$ cat src/rtl/serializer_if.sv
// Word-in / bit-out bus of the serializer: the producer side (master) offers a word
// and a bit count, and the serializer side (slave) returns the serial bit stream and busy.
interface serializer_if #(
  parameter int DATA_W = 16,
  parameter int MOD_W  = $clog2(DATA_W)
) ();
  logic [DATA_W-1:0] data_i;
  logic [MOD_W-1:0]  data_mod_i;
  logic              data_val_i;
  logic              ser_data_o;
  logic              ser_data_val_o;
  logic              busy_o;

  modport master (
    output data_i, data_mod_i, data_val_i,
    input  ser_data_o, ser_data_val_o, busy_o
  );

  modport slave (
    input  data_i, data_mod_i, data_val_i,
    output ser_data_o, ser_data_val_o, busy_o
  );
endinterface

$ cat src/rtl/serializer.sv
// Parallel-to-serial converter, MSB first. Define SERIALIZER_LSB_FIRST_EN to send
// the word LSB first instead. Timing and length decoding are identical in both orders.
module serializer #(
  parameter int DATA_W = 16,
  parameter int MOD_W  = $clog2(DATA_W)
) (
  input logic         clk_i,
  input logic         rst_ni,
  serializer_if.slave bus
);

  localparam int CNT_W = MOD_W + 1;

  typedef enum logic {
    IDLE,
    SHIFT
  } state_t;

  state_t            state_reg, state_next;
  logic [DATA_W-1:0] shift_reg, shift_next;
  logic [CNT_W-1:0]  cnt_reg, cnt_next;
  logic              ser_data_reg, ser_data_next;
  logic              ser_val_reg, ser_val_next;
  logic              busy_reg, busy_next;

  logic [DATA_W-1:0] data_ord;
  logic [CNT_W-1:0]  n_eff;
  logic              accept;

  // Both orders feed one left-shifting datapath: LSB-first just mirrors the word.
  generate
    for (genvar gi = 0; gi < DATA_W; gi++) begin : g_order
`ifdef SERIALIZER_LSB_FIRST_EN
      assign data_ord[gi] = bus.data_i[DATA_W-1-gi];
`else
      assign data_ord[gi] = bus.data_i[gi];
`endif
    end
  endgenerate

  assign n_eff  = (bus.data_mod_i == '0) ? CNT_W'(DATA_W) : {1'b0, bus.data_mod_i};
  assign accept = bus.data_val_i && (n_eff >= CNT_W'(3));

  // cnt_reg holds the number of bits still to be sent after the one on the output.
  always_comb begin
    state_next    = state_reg;
    shift_next    = shift_reg;
    cnt_next      = cnt_reg;
    ser_data_next = ser_data_reg;
    ser_val_next  = ser_val_reg;
    busy_next     = busy_reg;

    case (state_reg)
      IDLE: begin
        if (accept) begin
          state_next    = SHIFT;
          ser_data_next = data_ord[DATA_W-1];
          shift_next    = {data_ord[DATA_W-2:0], 1'b0};
          cnt_next      = n_eff - CNT_W'(1);
          ser_val_next  = 1'b1;
          busy_next     = 1'b1;
        end
      end
      SHIFT: begin
        if (cnt_reg == '0) begin
          state_next    = IDLE;
          shift_next    = '0;
          ser_data_next = 1'b0;
          ser_val_next  = 1'b0;
          busy_next     = 1'b0;
        end else begin
          ser_data_next = shift_reg[DATA_W-1];
          shift_next    = {shift_reg[DATA_W-2:0], 1'b0};
          cnt_next      = cnt_reg - CNT_W'(1);
        end
      end
      default: begin
        state_next    = IDLE;
        shift_next    = '0;
        cnt_next      = '0;
        ser_data_next = 1'b0;
        ser_val_next  = 1'b0;
        busy_next     = 1'b0;
      end
    endcase
  end

  always_ff @(posedge clk_i or negedge rst_ni) begin
    if (!rst_ni) begin
      state_reg    <= IDLE;
      shift_reg    <= '0;
      cnt_reg      <= '0;
      ser_data_reg <= 1'b0;
      ser_val_reg  <= 1'b0;
      busy_reg     <= 1'b0;
    end else begin
      state_reg    <= state_next;
      shift_reg    <= shift_next;
      cnt_reg      <= cnt_next;
      ser_data_reg <= ser_data_next;
      ser_val_reg  <= ser_val_next;
      busy_reg     <= busy_next;
    end
  end

  assign bus.ser_data_o     = ser_data_reg;
  assign bus.ser_data_val_o = ser_val_reg;
  assign bus.busy_o         = busy_reg;

endmodule

$ cat src/flat_wrapper.sv
// flat-port wrapper written by rule: the top's interface ports become plain ports
module serializer_flat 
#(
  parameter int DATA_W = 16,
  parameter int MOD_W  = $clog2(DATA_W)
)
  (clk_i, rst_ni, bus_data_i, bus_data_mod_i, bus_data_val_i, bus_ser_data_o, bus_ser_data_val_o, bus_busy_o);
  serializer_if #(.DATA_W(DATA_W), .MOD_W(MOD_W)) bus_i ();
  input logic clk_i;
  input logic rst_ni;
  input wire logic [$bits(bus_i.data_i)-1:0] bus_data_i;
  input wire logic [$bits(bus_i.data_mod_i)-1:0] bus_data_mod_i;
  input wire logic [$bits(bus_i.data_val_i)-1:0] bus_data_val_i;
  output wire logic [$bits(bus_i.ser_data_o)-1:0] bus_ser_data_o;
  output wire logic [$bits(bus_i.ser_data_val_o)-1:0] bus_ser_data_val_o;
  output wire logic [$bits(bus_i.busy_o)-1:0] bus_busy_o;
  assign bus_i.data_i = bus_data_i;
  assign bus_i.data_mod_i = bus_data_mod_i;
  assign bus_i.data_val_i = bus_data_val_i;
  assign bus_ser_data_o = bus_i.ser_data_o;
  assign bus_ser_data_val_o = bus_i.ser_data_val_o;
  assign bus_busy_o = bus_i.busy_o;
  serializer #(.DATA_W(DATA_W), .MOD_W(MOD_W)) u_core (.clk_i(clk_i), .rst_ni(rst_ni), .bus(bus_i));
endmodule
$ cat config.mk
export PLATFORM = sky130hd
export DESIGN_NAME = serializer_flat
export DESIGN_NICKNAME = d
export VERILOG_FILES = /design/src/rtl/serializer_if.sv /design/src/rtl/serializer.sv /design/src/flat_wrapper.sv
export SDC_FILE = /design/constraint.sdc
export NUM_CORES = 1
export LEC_CHECK = 0
export CORE_ASPECT_RATIO = 2
export CORE_MARGIN = 3
export CORE_UTILIZATION = 40
export CTS_BUF_LIST = sky130_fd_sc_hd__clkbuf_4 sky130_fd_sc_hd__clkbuf_8
export DETAILED_ROUTE_END_ITERATION = 16
export GPL_ROUTABILITY_DRIVEN = 0
export SYNTH_ARGS = -nofsm -noshare
export SYNTH_HDL_FRONTEND = slang
export SYNTH_SLANG_ARGS = --single-unit
$ cat constraint.sdc
create_clock -name clk_i -period 4.5 [get_ports clk_i]
set_input_delay 0.9 -clock clk_i [delete_from_list [all_inputs] [get_ports clk_i]]
set_output_delay 0.9 -clock clk_i [all_outputs]
set_load 0.01 [all_outputs]
==> results of run 1 <==
[stage by stage]
stage	cells	instance area [sq um]	utilization [%]	total power [mW]
3_5_place_dp	181	1520	50.9	0.830
2_1_floorplan	133	1260	-	0.707
4_1_cts	185	1560	52.5	0.957
5_1_grt	185	1560	52.5	1.04
6_report	185	1560	52.5	0.943
3_3_place_gp	181	1520	50.9	0.813
[cells in the mapped netlist, types with 2 or more instances]
| cell | instances | area, sq um |
|---|---|---|
| sky130_fd_sc_hd__o21ai_0 | 3 | 15.0 |
| sky130_fd_sc_hd__o21bai_1 | 15 | 113 |
| sky130_fd_sc_hd__a21oi_1 | 15 | 75.1 |
| sky130_fd_sc_hd__mux2_4 | 2 | 30.0 |
| sky130_fd_sc_hd__dfrtp_1 | 23 | 576 |
| sky130_fd_sc_hd__inv_1 | 4 | 15.0 |
| sky130_fd_sc_hd__buf_2 | 3 | 15.0 |
| sky130_fd_sc_hd__mux2i_1 | 7 | 70.1 |
| sky130_fd_sc_hd__nand2_1 | 16 | 60.1 |
| sky130_fd_sc_hd__or3_1 | 2 | 12.5 |
| sky130_fd_sc_hd__clkbuf_1 | 3 | 11.3 |
| sky130_fd_sc_hd__xor2_1 | 2 | 17.5 |
| sky130_fd_sc_hd__xnor2_1 | 2 | 17.5 |
| sky130_fd_sc_hd__nor2_1 | 17 | 63.8 |
| sky130_fd_sc_hd__o21ai_1 | 2 | 10.0 |
[power by group through the flow]
stage / clock (mW) / combinational (mW) / sequential (mW)
final: 0.125 / 0.411 / 0.407
after CTS: 0.130 / 0.419 / 0.407
after global placement: 0 / 0.405 / 0.408
after floorplan: 0 / 0.346 / 0.361
after detailed placement: 0 / 0.419 / 0.411
after global routing: 0.138 / 0.476 / 0.423
[per-layer routing]
layer	GRT usage, %	share of wire (%)	vias up
met5	0	0	-
met4	7.73	3.4	0
met3	2.12	4.1	10
met2	28.5	53	29
met1	20.1	39	489
li1	-	-	499
[area by class of cell]
cell class	instances	area [sq um]
multi-input cells	98	631
clock inverters	1	5.00
fillers	281	1420
flip-flops and latches	23	576
repair buffers	26	258
clock buffers	3	41.3
inverters	4	15.0
well taps	30	37.5
[worst reg2reg max path, delay by kind of cell (launching register included)]
kind                       cells  cell delay, ns
AOI/OAI and AO/OA              2            0.35
DFF                            1            1.04
adders and majority gates      1            0.31
and+or+nand+nor                1            0.53
xor gates and xnor gates       1            0.13
muxes                          1            0.39
[cells by family after synthesis]
logic type,synth area share (%)
multiplexers,8.85
AO/OA/AOI/OAI,23.0
flip-flops,45.7
adder cells (fa/ha/maj),0.994
XOR/XNOR,2.78
AND/OR/NAND/NOR,14.5
buffers and inverters,4.17
[final timing paths]
path	start	endpoint	slack, ns
max in group asynchronous	rst_ni	u_core.cnt_reg[3]	2.68
setup reg to reg	u_core.state_reg	u_core.cnt_reg[4]	1.65
hold / removal	u_core.shift_reg[4]	u_core.shift_reg[5]	0.52
setup / recovery	u_core.state_reg	u_core.cnt_reg[4]	1.65
min in group asynchronous	rst_ni	u_core.shift_reg[9]	1.20
hold reg to reg	u_core.shift_reg[4]	u_core.shift_reg[5]	0.52
==> impl_metrics.ini, run 1 <==
[floorplan]
die_height_um = 85.3
core.rowCount = 28
initial_standard_cell_utilization_of_the_core_pct = 42.3
num_io_pins = 26
die_area_sq_um = 3900
die_width_um = 45.7
design.core.area_sq_um = 2980

[sta]
final-setup-viol-count = 0
timing.final.max_slew_violations = 0
summed_negative_setup_slack_over_all_endpoints_ns = 0
worstMarginPinSlew_ns = 1.05
worst_slew_margin_rel_pct = 30.1
report.final.hold_viol_count = 0
fin_worst_skew_ns = 0.00534
final_min_period_over_clock_period_pct = 63.3
period_minus_slack_ns = 2.85
timing.final.ws_setup_ns = 1.65
setup_repair_after_global_routing_missed_its_margin = false
hold-worst-slack_ns = 0.522
clock.fmax_mhz = 351

[route]
ant_nets = 0
number_of_remaining_drc_errors = 0
dr.pass1.iters = 4
viasPerCell = 5.55
first_iter_violations = 28
vias = 1027
post_drt_wl_per_cell_um = 15.4
totalWireLength_um = 2850

[worst_setup_path]
worstSetupPathType = flip-flop to flip-flop
worst_ep_arrival_time_ns = 3.00
critical_path.startpoint_type = flip-flop
worst_path_max_delay_cell = sky130_fd_sc_hd__dfrtp_1
worstPathMaxFanout = 32
crit_path_max_incr_delay_ns = 1.04
critical_path.cell_chain = mux2i_1, ha_1, or4bb_1, o31a_1, xnor2_1, a31o_1
critPathTopFamily = flip-flops
worst-path-buf-inv = 0
worst-endpoint-required_ns = 4.65
path_depth = 6
reg2regPathDepth = 6
crit_path_end_kind = flip-flop

[clock_network]
cts-htree-levels = 1
cts_tree = done
clockRootBuffer = sky130_fd_sc_hd__clkbuf_8
cts_sinks = 23
post_cts_resized = 0
worstSkewPairLatency_ns = 0.26
max-clock-path-buffers = 2
cts_buffers = 3
cts-hold-fix-buffers = 0
postCtsSetupBuffers = 0
clkTransAtPathRegs_ns = 0.08

[power_and_ir_drop]
power_per_cell_area_nw_per_um2 = 603
power_leakage_nw = 0.702
comb_power_share_pct = 43.6
netSwitchingFraction_pct = 37.2
clock_power_share_pct = 13.3
internal_power_uw = 592
vdd_drop_max_mv = 0.368
switching_power_uw = 351
seqPwrFrac_pct = 43.2

[run_status]
outcome = completed

[layout]
antenna_cells_inserted = 0
mostFrequentLayoutCell = sky130_fd_sc_hd__clkdlybuf4s50_1
post_route_cells_drive_above_1_share_pct = 6.45
area_delta_synth_final_pct = 24.2
finalNetCount = 180
largest_register_ff_count = 15
mostFrequentLayoutCells = sky130_fd_sc_hd__clkdlybuf4s50_1, sky130_fd_sc_hd__dfrtp_1, sky130_fd_sc_hd__nor2_1

[min_path]
whs_path_depth = 2
worstHoldPathType = flip-flop to flip-flop

[synth]
synth.ff_latch_count = 23
synth_ff_type = sky130_fd_sc_hd__dfrtp_1
synth_area_sq_um = 1260
synthesis.nets = 157
synth.lib_cells_used.distinct = 32
avgSynthCellArea_sq_um = 9.46
synth_enable_flop_cells = 0
yosys_warnings = 0
postSynth.asyncResetShare_pct = 100
seq_area_frac_synth_pct = 45.7
synthesis.instances = 133

[grt]
number_of_global_route_vias_before_repair = 1123
grt_pass1_wl_um = 4980
grt_antenna_before_repair = 0
total_gr_overflow = 0
gr-usage-all-layers_pct = 16.9
grt_max_degree = 33

[place]
port-buffer-count = 25
place_worst_setup_slack_ns = 1.43
hpwl_um = 2130

[job]
max-cap-violations = 0
(Power assumes the default switching activity.)
==> run 2: changes to the inputs <==
--- a/config.mk
+++ b/config.mk
@@ -11,6 +11,7 @@
 export CTS_BUF_LIST = sky130_fd_sc_hd__clkbuf_4 sky130_fd_sc_hd__clkbuf_8
 export DETAILED_ROUTE_END_ITERATION = 16
 export GPL_ROUTABILITY_DRIVEN = 0
+export PLACE_DENSITY = 0.67
 export SYNTH_ARGS = -nofsm -noshare
 export SYNTH_HDL_FRONTEND = slang
 export SYNTH_SLANG_ARGS = --single-unit
==> constraint.sdc (replaced) <==
create_clock -name clk_i -period 2.3 [get_ports clk_i]
set_input_delay 0.46 -clock clk_i [delete_from_list [all_inputs] [get_ports clk_i]]
set_output_delay 0.46 -clock clk_i [all_outputs]
set_load 0.01 [all_outputs]
==> run 2 against run 1 <==
Effect of this change: routed wire length fell by 7.1%; critical path depth is 1 higher; combinational power is 120% higher; sequential cell count is the same; non-clock buffer count rose by 11; register-to-register slack got worse by 1.3 ns; count of clock-buffer cells in the layout rose by 1; final cell count up 5.9%; clock power increased by 100%; first-iteration DRC count up 36%; largest power group unchanged; sequential share of layout area down 1.9 points; via count increased by 1.9%.
==> impl_metrics.ini, run 2 (same netlist as run 1, synthesis figures left out) <==
[job]
max-cap-violations = 0

[clock_network]
cts-hold-fix-buffers = 0
cts_sinks = 23
clkTransAtPathRegs_ns = 0.08
cts_buffers = 3
postCtsSetupBuffers = 0
clockRootBuffer = sky130_fd_sc_hd__clkbuf_8
post_cts_resized = 0
cts-htree-levels = 1
worstSkewPairLatency_ns = 0.25
cts_tree = done
max-clock-path-buffers = 2

[floorplan]
core.rowCount = 28
die_width_um = 45.7
initial_standard_cell_utilization_of_the_core_pct = 42.3
num_io_pins = 26
die_area_sq_um = 3900
design.core.area_sq_um = 2980
die_height_um = 85.3

[layout]
post_route_cells_drive_above_1_share_pct = 12.7
mostFrequentLayoutCell = sky130_fd_sc_hd__clkdlybuf4s50_1
utilization_pct = 55.3
area_delta_synth_final_pct = 30.9
final_design_area_no_fill_sq_um = 1650
antenna_cells_inserted = 0
largest_register_ff_count = 15
fin_cells = 196
mostFrequentLayoutCells = sky130_fd_sc_hd__clkdlybuf4s50_1, sky130_fd_sc_hd__dfrtp_1, sky130_fd_sc_hd__nor2_1
finalNetCount = 191

[power_and_ir_drop]
total_chip_power_mw = 1.90
netSwitchingFraction_pct = 35.5
internal_power_mw = 1.23
vdd_drop_max_mv = 0.755
power_per_cell_area_nw_per_um2 = 1160
comb_power_share_pct = 48.4
clock_power_share_pct = 13.2
seqPwrFrac_pct = 38.4
switching_power_uw = 676
power_leakage_nw = 0.755

[place]
number_of_instances_in_the_placed_design = 192
place_worst_setup_slack_ns = -0.117
placedInstanceArea_sq_um = 1600
hpwl_um = 2020
port-buffer-count = 25

[worst_setup_path]
worst-path-buf-inv = 1
worstPathMaxFanout = 2
crit_path_max_incr_delay_ns = 0.50
critical_path.startpoint_type = input port
critPathTopFamily = simple AND/OR/NAND/NOR gates
critical_path.cell_chain = clkdlybuf4s50_1, mux2i_1, ha_1, or4bb_1, o31a_1, xnor2_1, a31o_1
worst-endpoint-required_ns = 2.45
crit_path_end_kind = flip-flop
worstSetupPathType = input port to flip-flop
worst_ep_arrival_time_ns = 2.26
worst_path_max_delay_cell = sky130_fd_sc_hd__or4bb_1

[min_path]
worstHoldPathType = flip-flop to flip-flop

[route]
dr.pass1.iters = 4
post_drt_wl_per_cell_um = 13.5
totalWireLength_um = 2650
viasPerCell = 5.34
number_of_remaining_drc_errors = 0
ant_nets = 0
vias = 1046
first_iter_violations = 38

[run_status]
outcome = completed

[grt]
grt_max_degree = 24
grt_pass1_wl_um = 4620
gr-usage-all-layers_pct = 15.4
number_of_global_route_vias_before_repair = 1091
grt_antenna_before_repair = 0
total_gr_overflow = 0

[sta]
timing.final.ws_setup_ns = 0.186
clock.fmax_mhz = 473
summed_negative_setup_slack_over_all_endpoints_ns = 0
period_minus_slack_ns = 2.11
final_min_period_over_clock_period_pct = 91.9
worstMarginPinSlew_ns = 0.317
setup_repair_after_global_routing_missed_its_margin = false
final-setup-viol-count = 0
timing.final.max_slew_violations = 0
report.final.hold_viol_count = 0
hold-worst-slack_ns = 0.521
worst_slew_margin_rel_pct = 78.7
fin_worst_skew_ns = 0.00280
[run 2: area by class of cell]
cell class / instances / area [sq um]
fill: 273 / 1330
multi-input combinational: 98 / 631
sequential: 23 / 576
timing repair buffer: 37 / 340
clock buffer: 4 / 48.8
tap: 30 / 37.5
inverter: 4 / 15.0
[run 2: power groups by stage]
stage / logic [mW] / clock network [mW] / registers, mW
final: 0.922 / 0.251 / 0.732
after detailed placement: 0.940 / 0 / 0.740
after CTS: 0.943 / 0.265 / 0.731
after global routing: 1.04 / 0.286 / 0.758
after global placement: 0.904 / 0 / 0.732
after floorplan: 0.680 / 0 / 0.706
[run 2: path summary, 6_finish.rpt]
| check | slack (ns) | to | cells past startpoint | from |
|---|---|---|---|---|
| min | 0.52 | u_core.shift_reg[8] | 2 | u_core.shift_reg[7] |
| max | 0.19 | u_core.cnt_reg[4] | 7 | bus_data_mod_i[0] |
| max in group asynchronous | 1.51 | u_core.state_reg | 2 | rst_ni |
| min reg2reg | 0.52 | u_core.shift_reg[8] | 2 | u_core.shift_reg[7] |
| min in group asynchronous | 0.56 | u_core.shift_reg[10] | 2 | rst_ni |
| max reg2reg | 0.32 | u_core.cnt_reg[4] | 6 | u_core.state_reg |
[run 2: metal layers]
layer	share of wire (%)	GRT usage, %	routed length, um
met4	1.7	5.07	46
met2	54	28.0	1430
met3	4.1	2.12	108
met1	40	17.2	1060
met5	0	0	0
[run 2: worst min-delay path, delay by kind of cell, from the launching register on]
family | cells | cell delay [ns]
AOI/OAI and AO/OA | 1 | 0.05
DFF | 1 | 0.38
and+or+nand+nor | 1 | 0.06
==> run 3: changes to the inputs <==
--- a/config.mk
+++ b/config.mk
@@ -11,7 +11,7 @@
 export CTS_BUF_LIST = sky130_fd_sc_hd__clkbuf_4 sky130_fd_sc_hd__clkbuf_8
 export DETAILED_ROUTE_END_ITERATION = 16
 export GPL_ROUTABILITY_DRIVEN = 0
-export PLACE_DENSITY = 0.67
+export PLACE_DENSITY_LB_ADDON = 0.3
 export SYNTH_ARGS = -nofsm -noshare
 export SYNTH_HDL_FRONTEND = slang
 export SYNTH_SLANG_ARGS = --single-unit
==> run 3 against run 2 <==
Effect of this change: cell area decreased by 0.91%; die area unchanged; first-iteration DRC count decreased by 50%; sequential power about the same; power decreased by 0.70%; combinational power decreased by 2%; final cell count decreased by 1.0%; sequential cell count unchanged; register-to-register slack got worse by 0.07 ns; highest routed layer unchanged; via count decreased by 0.67%; clock skew increased by 0.0020 ns; clock power increased by 2%.
==> impl_metrics.ini, run 3 (same netlist as run 1, synthesis figures left out) <==
[run_status]
outcome = completed

[worst_setup_path]
worst-endpoint-required_ns = 2.45
worst_path_max_delay_cell = sky130_fd_sc_hd__or4bb_1
crit_path_end_kind = flip-flop
worstSetupPathType = input port to flip-flop
critPathTopFamily = simple AND/OR/NAND/NOR gates
path_depth = 7
reg2regPathDepth = 6
worstPathMaxFanout = 3
crit-reg2reg-launch = u_core.state_reg
reg2reg_setup_slack_ns = 0.25
regToRegEndpoint = u_core.cnt_reg[4]
worst-path-buf-inv = 1
worst_ep_arrival_time_ns = 2.32
critical_path.cell_chain = clkdlybuf4s50_1, mux2i_1, ha_1, or4bb_1, o31a_1, xnor2_1, a31o_1
endpoint = u_core.cnt_reg[4]
critical_path.startpoint = bus_data_mod_i[0]
critical_path.startpoint_type = input port
crit_path_max_incr_delay_ns = 0.53

[route]
totalWireLength_um = 2690
vias = 1039
number_of_remaining_drc_errors = 0
post_drt_wl_per_cell_um = 13.9
dr.pass1.iters = 4
first_iter_violations = 19
viasPerCell = 5.36
ant_nets = 0

[clock_network]
cts-htree-levels = 1
clkTransAtPathRegs_ns = 0.08
cts_buffers = 3
clockRootBuffer = sky130_fd_sc_hd__clkbuf_8
postCtsSetupBuffers = 0
post_cts_resized = 0
cts-hold-fix-buffers = 0
max-clock-path-buffers = 2
cts_tree = done
worstSkewPairLatency_ns = 0.26
cts_sinks = 23

[power_and_ir_drop]
vdd_drop_max_mv = 0.677
power_per_cell_area_nw_per_um2 = 1160
power_leakage_nw = 0.746
total_chip_power_mw = 1.89

[floorplan]
design.core.area_sq_um = 2980
core.rowCount = 28
initial_standard_cell_utilization_of_the_core_pct = 42.3
die_area_sq_um = 3900
die_width_um = 45.7
num_io_pins = 26
die_height_um = 85.3

[sta]
worstMarginPinSlew_ns = 0.315
setup_repair_after_global_routing_missed_its_margin = false
timing.final.ws_setup_ns = 0.133
fin_worst_skew_ns = 0.00478
period_minus_slack_ns = 2.17
final_min_period_over_clock_period_pct = 94.2
hold-worst-slack_ns = 0.523
clock.fmax_mhz = 462
report.final.hold_viol_count = 0
worst_slew_margin_rel_pct = 78.9
final-setup-viol-count = 0
summed_negative_setup_slack_over_all_endpoints_ns = 0
timing.final.max_slew_violations = 0

[layout]
fillCellCount = 276
fin_cells = 194
finalNetCount = 189
post_route_cells_drive_above_1_share_pct = 11.6
area_delta_synth_final_pct = 29.7
area_of_combinational_cells_with_multiple_inputs_sq_um = 631
mostFrequentLayoutCells = sky130_fd_sc_hd__clkdlybuf4s50_1, sky130_fd_sc_hd__dfrtp_1, sky130_fd_sc_hd__nor2_1
mostFrequentLayoutCell = sky130_fd_sc_hd__clkdlybuf4s50_1
final-seq-area_sq_um = 576
utilization_pct = 54.8
largest_register_ff_count = 15
antenna_cells_inserted = 0
final_design_area_no_fill_sq_um = 1630

[place]
number_of_instances_in_the_placed_design = 190
hpwl_um = 2060
place_worst_setup_slack_ns = -0.128
placedInstanceArea_sq_um = 1580
port-buffer-count = 25

[grt]
grt_antenna_before_repair = 0
grt_pass1_wl_um = 4750
grt_max_degree = 24
total_gr_overflow = 0
gr-usage-all-layers_pct = 16.1
number_of_global_route_vias_before_repair = 1100

[job]
max-cap-violations = 0

[min_path]
worstHoldPathType = flip-flop to flip-flop
## run 3: changes by cell type in the layout (fill, tap and decap cells not counted), sizes merged
cell | before | now
buf | 12 | 10
## run 3: how the worst min path moves through the flow
stage,from,end,slack (ns),cells after the start
5_1_grt,u_core.shift_reg[4],u_core.shift_reg[5],0.54,2
3_3_place_gp,u_core.shift_reg[3],u_core.shift_reg[4],0.50,2
6_report,u_core.shift_reg[4],u_core.shift_reg[5],0.52,2
4_1_cts,u_core.shift_reg[2],u_core.shift_reg[3],0.53,2
2_1_floorplan,rst_ni,u_core.bus.ser_data_o,0.16,0
3_5_place_dp,u_core.shift_reg[2],u_core.shift_reg[3],0.51,2
## run 3: power by group
| part | switching (mW) | internal [mW] | leakage, nW |
|---|---|---|---|
| clock | 0.121 | 0.135 | 0.0262 |
| combinational | 0.426 | 0.477 | 0.441 |
| sequential | 0.134 | 0.598 | 0.279 |
| total | 0.681 | 1.21 | 0.746 |
## run 3: routing by layer
metal  routed length, um  share of wire (%)  GRT usage, %
met1                1020                 38          17.5
met2                1550                 58          27.6
met4                  23               0.86          8.53
met5                   0                  0             0
met3                  98                3.6          3.18
## run 3: cell type report
class	count	share of cell area (%)
Multi-Input combinational cell	98	38.6
Inverter	4	0.920
Tap cell	30	2.30
Sequential cell	23	35.2
Timing Repair Buffer	35	19.9
Clock buffer	4	2.99
## run 3: tightest hold or removal path, cell delays in order, from the launching register on
cell and delay [ns]:
sky130_fd_sc_hd__dfrtp_1 0.38, sky130_fd_sc_hd__nand2_1 0.06, sky130_fd_sc_hd__a21oi_1 0.05
